==> src/rtl/td4_core_param.sv <==
// Parametrised TD4 execute core: own fetch port, FETCH/EXEC state machine,
// valid/ready handshakes on IN/OUT, JC/HLT instructions and a halted state.
module td4_core_param #(
  parameter int DATA_W = 4,
  parameter int PC_W   = 4
) (
  input  logic              clk,
  input  logic              rst,
  input  logic              exec_mode,
  output logic [PC_W-1:0]   imem_addr,
  input  logic [DATA_W+3:0] imem_data,
  input  logic [DATA_W-1:0] io_input,
  input  logic              in_valid,
  output logic              in_ready,
  output logic [DATA_W-1:0] register_OUT,
  output logic              out_valid,
  input  logic              out_ready,
  output logic [DATA_W-1:0] register_A,
  output logic [DATA_W-1:0] register_B,
  output logic [PC_W-1:0]   pc,
  output logic              register_carry,
  output logic              halted
);

  typedef enum logic [2:0] {FETCH, EXEC, WAIT_IN, WAIT_OUT, HALT} state_t;

  localparam logic [3:0] OP_ADD_A  = 4'b0000;
  localparam logic [3:0] OP_ADD_B  = 4'b1010;
  localparam logic [3:0] OP_MOV_AI = 4'b1100;
  localparam logic [3:0] OP_MOV_BI = 4'b1110;
  localparam logic [3:0] OP_MOV_AB = 4'b1000;
  localparam logic [3:0] OP_MOV_BA = 4'b0010;
  localparam logic [3:0] OP_JMP    = 4'b1111;
  localparam logic [3:0] OP_JNC    = 4'b0111;
  localparam logic [3:0] OP_JC     = 4'b0011;
  localparam logic [3:0] OP_IN_A   = 4'b0100;
  localparam logic [3:0] OP_IN_B   = 4'b0110;
  localparam logic [3:0] OP_OUT_B  = 4'b1001;
  localparam logic [3:0] OP_OUT_I  = 4'b1101;
  localparam logic [3:0] OP_HLT    = 4'b1011;

  state_t              state, state_n;
  logic [DATA_W+3:0]   ir, ir_n;
  logic [DATA_W-1:0]   a_n, b_n, out_n;
  logic [PC_W-1:0]     pc_n, pc_inc, jmp_tgt;
  logic                c_n, ov_n;
  logic [3:0]          opcode;
  logic [DATA_W-1:0]   imm;
  logic [DATA_W:0]     sum_a, sum_b;
  logic                is_in;

  assign opcode    = ir[DATA_W+3:DATA_W];
  assign imm       = ir[DATA_W-1:0];
  assign sum_a     = {1'b0, register_A} + {1'b0, imm};
  assign sum_b     = {1'b0, register_B} + {1'b0, imm};
  assign pc_inc    = pc + PC_W'(1);
  assign jmp_tgt   = imm[PC_W-1:0];
  assign is_in     = (opcode == OP_IN_A) || (opcode == OP_IN_B);
  assign in_ready  = ((state == EXEC) || (state == WAIT_IN)) && is_in;
  assign halted    = (state == HALT);
  assign imem_addr = pc;

  always_ff @(posedge clk or posedge rst) begin
    if (rst) state <= FETCH;
    else     state <= state_n;
  end

  // EXEC and both WAIT states share one decode: a WAIT state simply re-runs
  // the IN/OUT in IR until its handshake lets it complete.
  always_comb begin
    state_n = state;
    ir_n    = ir;
    a_n     = register_A;
    b_n     = register_B;
    out_n   = register_OUT;
    pc_n    = pc;
    c_n     = register_carry;
    ov_n    = out_valid;
    if (out_valid && out_ready) ov_n = 1'b0;
    unique case (state)
      FETCH: begin
        if (exec_mode) begin
          ir_n    = imem_data;
          state_n = EXEC;
        end
      end
      EXEC, WAIT_IN, WAIT_OUT: begin
        state_n = FETCH;
        pc_n    = pc_inc;
        c_n     = 1'b0;
        case (opcode)
          OP_ADD_A:  {c_n, a_n} = sum_a;
          OP_ADD_B:  {c_n, b_n} = sum_b;
          OP_MOV_AI: a_n = imm;
          OP_MOV_BI: b_n = imm;
          OP_MOV_AB: a_n = register_B;
          OP_MOV_BA: b_n = register_A;
          OP_JMP:    pc_n = jmp_tgt;
          OP_JNC:    if (!register_carry) pc_n = jmp_tgt;
          OP_JC:     if (register_carry) pc_n = jmp_tgt;
          OP_IN_A, OP_IN_B: begin
            if (in_valid) begin
              if (opcode == OP_IN_A) a_n = io_input;
              else                   b_n = io_input;
            end else begin
              state_n = WAIT_IN;
              pc_n    = pc;
              c_n     = register_carry;
            end
          end
          OP_OUT_B, OP_OUT_I: begin
            // A consume in the same cycle frees the slot for the new beat.
            if (!out_valid || out_ready) begin
              out_n = (opcode == OP_OUT_B) ? register_B : imm;
              ov_n  = 1'b1;
            end else begin
              state_n = WAIT_OUT;
              pc_n    = pc;
              c_n     = register_carry;
            end
          end
          OP_HLT:  state_n = HALT;
          default: ;
        endcase
      end
      HALT:    ;
      default: state_n = FETCH;
    endcase
  end

  always_ff @(posedge clk or posedge rst) begin
    if (rst) begin
      ir             <= '0;
      register_A     <= '0;
      register_B     <= '0;
      register_OUT   <= '0;
      pc             <= '0;
      register_carry <= 1'b0;
      out_valid      <= 1'b0;
    end else begin
      ir             <= ir_n;
      register_A     <= a_n;
      register_B     <= b_n;
      register_OUT   <= out_n;
      pc             <= pc_n;
      register_carry <= c_n;
      out_valid      <= ov_n;
    end
  end

endmodule

==> config.mk <==
export PLATFORM = sky130hd
export DESIGN_NAME = td4_core_param
export DESIGN_NICKNAME = d
export VERILOG_FILES = /design/src/rtl/td4_core_param.sv
export SDC_FILE = /design/constraint.sdc
export NUM_CORES = 1
export LEC_CHECK = 0
export ABC_CLOCK_PERIOD_IN_PS = 3100
export CORE_ASPECT_RATIO = 0.8
export CORE_MARGIN = 2
export CORE_UTILIZATION = 45
export CTS_CLUSTER_DIAMETER = 100
export DETAILED_ROUTE_END_ITERATION = 7
export PLACE_DENSITY = 0.72
export SLEW_MARGIN = 20
export SYNTH_ARGS = -nofsm -noshare
export SYNTH_HDL_FRONTEND = slang
export SYNTH_SLANG_ARGS = --single-unit
==> constraint.sdc <==
create_clock -name clk -period 3.1 [get_ports clk]
set_input_delay 0.465 -clock clk [delete_from_list [all_inputs] [get_ports clk]]
set_output_delay 0.465 -clock clk [all_outputs]
set_load 0.05 [all_outputs]
==> qor.txt <==
status: finished clean
ys async rst share: 1.00
Detail Placement HPWL: 3160 microns
period utilization: 0.897
Worst Hold Margin: 0.526 ns
# DRC: 0
Max Cap Viol: 0
Mean Syn Cell Area: 9.89 sq um
Post-CTS Resized: 0
post-route ant nets: 0
clock root buffer: clkbuf_8
global-route wire length before repair: 7170 microns
worst skew pair latency: 0.28 ns
Ports: 41
Die X: 76.4 microns
nets: 259
most frequent cells in the layout: 40 x clkdlybuf4s50_1, 29 x dfrtp_1, 19 x nand2_1, 18 x a21oi_1, 13 x nor2_1
Die Ht: 62.0 microns
GRT Total Usage: 0.201
H-tree depth: 2
Non-Filler Instances: 289
Mapped Cells: 191
Main synth FF type: dfrtp_1
Seq/Total Area, Yosys: 0.384
startpoint type of the worst setup path: flop
Inserted Diodes: 0
max_slew headroom: 0.558
met3 usage in global routing: 0.0448
Setup Viol. Count Final: 0
initial detailed-routing violation count: 134
largest net degree at the start of global routing: 30
Mapped Area: 0.00189 sq mm
count of state elements after synthesis: 29
gpl congestion: 0.877
max-slew violation count: 0
layout cells sized above 1: 0.129
CP Capture Type: output port
Post-CTS Setup Inserts: 0
Vias/cell: 5.32
f_max: 359 MHz
Final Hold Fails: 0
total wire length: 4220 microns
vias in the first global route: 1477
Worst-Margin Slew: 0.661 ns
commonest non-fill, non-tap cell in the layout: clkdlybuf4s50_1
Longest Clk Path Bufs: 2
# fillers: 385
M2 GR Usage: 0.296
Starting Density: 0.461
M1 GR Usage: 0.290
count of cell types in the netlist: 44
Worst Hold Class: flop to flop
CTS sink cnt: 29
Inst Count DP: 281
Warnings, synthesis: 0
full die area: 0.00474 sq mm
Hold Buf Count CTS: 0
# port buffers: 40
Min Clock Period, post-route: 2.78 ns
WL/cell: 14.6 microns
grt ovf: 0
cts bufs inserted: 5
via count: 1537
critical path type: flop to output port
Post-synth EDFFs: 0
syn nets: 219
CP max FO: 15
CTS tree: built
gr busiest metal: met2
area of the core: 0.00410 sq mm
CP Data Arrival Time: 2.32 ns
Rows: 21
drt first pass iters: 4
Worst-path clk slew: 0.06 ns
Worst Skew: 0.00218 ns
RSZ-0062 raised after global routing: false
Worst EP required: 2.63 ns
Setup TNS Final: 0 ns
Area growth, synth to finish: 27.2%
initial antenna violation count: 0
logic make-up (layout without fill, tap and decap cells):
kind of cell / after synthesis / after routing / share of synthesized area
and+or+nand+nor: 59 / 59 / 0.176
AOI/OAI and AO/OA: 53 / 53 / 0.186
DFF: 29 / 29 / 0.384
muxes: 18 / 18 / 0.102
buffers and inverters: 15 / 56 / 0.0430
adders and majority gates: 11 / 11 / 0.0808
xor gates and xnor gates: 6 / 6 / 0.0278
flip-flops by register name, indices dropped and copies added (netlist names):
register	count
state	3
register_B	4
register_OUT	4
register_carry	1
ir	8
imem_addr	4
out_valid	1
register_A	4
critical path, stage by stage (launching register included):
cell and delay, ns:
dfrtp_1 0.55, nand2b_1 0.34, nor4_1 0.30, clkdlybuf4s50_1 0.86
cell type report:
cell class / instances / area (sq um) / share of cell area
Clock buffer: 6 / 72.6 / 0.0302
Clock inverter: 2 / 10.0 / 0.00416
Inverter: 5 / 18.8 / 0.00781
Multi-Input combinational cell: 147 / 1080 / 0.450
Sequential cell: 29 / 726 / 0.302
Tap cell: 57 / 71.3 / 0.0297
Timing Repair Buffer: 43 / 423 / 0.176
layer usage:
metal  routed length [microns]  share of wire
met1                      2140           0.51
met4                        59          0.014
met3                       259          0.061
met5                         0              0
met2                      1770           0.42
Yosys cell counts, types with 3 or more instances:
cell type / instances / share of area
buf_2: 5 / 0.013
mux2i_1: 8 / 0.042
nand3_1: 3 / 0.0079
nand2_1: 19 / 0.038
mux2_2: 10 / 0.060
a21o_1: 8 / 0.032
ha_1: 9 / 0.060
nor2_1: 13 / 0.026
a21oi_1: 18 / 0.048
dfrtp_1: 29 / 0.38
nand2b_1: 6 / 0.020
buf_4: 5 / 0.020
xnor2_1: 5 / 0.023
o21ai_2: 4 / 0.019
o21ai_0: 7 / 0.019
inv_1: 5 / 0.0099
nor2b_1: 3 / 0.0099
path summary, 6_finish.rpt:
check / startpoint / endpoint / slack (ns) / depth (start not counted)
max reg2reg: ir[0]$_DFFE_PP0P_ / register_carry$_DFFE_PP0P_ / 1.16 / 7
min: register_OUT[2]$_DFFE_PP0P_ / register_OUT[2]$_DFFE_PP0P_ / 0.53 / 2
max in group asynchronous: rst / register_A[1]$_DFFE_PP0P_ / 2.27 / 3
min in group asynchronous: rst / imem_addr[3]$_DFFE_PP0P_ / 0.56 / 3
min reg2reg: register_OUT[2]$_DFFE_PP0P_ / register_OUT[2]$_DFFE_PP0P_ / 0.53 / 2
max: ir[7]$_DFFE_PP0P_ / in_ready / 0.32 / 3
through the flow:
| step | cell area [sq um] | setup slack (ns) | utilization |
|---|---|---|---|
| 3_5_place_dp | 2320 | 0.643 | 0.566 |
| 5_1_grt | 2400 | 0.219 | 0.586 |
| 3_3_place_gp | 2320 | 0.669 | 0.566 |
| 4_1_cts | 2400 | 0.334 | 0.586 |
| 2_1_floorplan | 1890 | 0.303 | - |
| 6_report | 2400 | 0.318 | 0.586 |
Power is left out: the tool's default activity adds up to more than one toggle a clock period on the data nets, which glitch-free logic cannot reach.
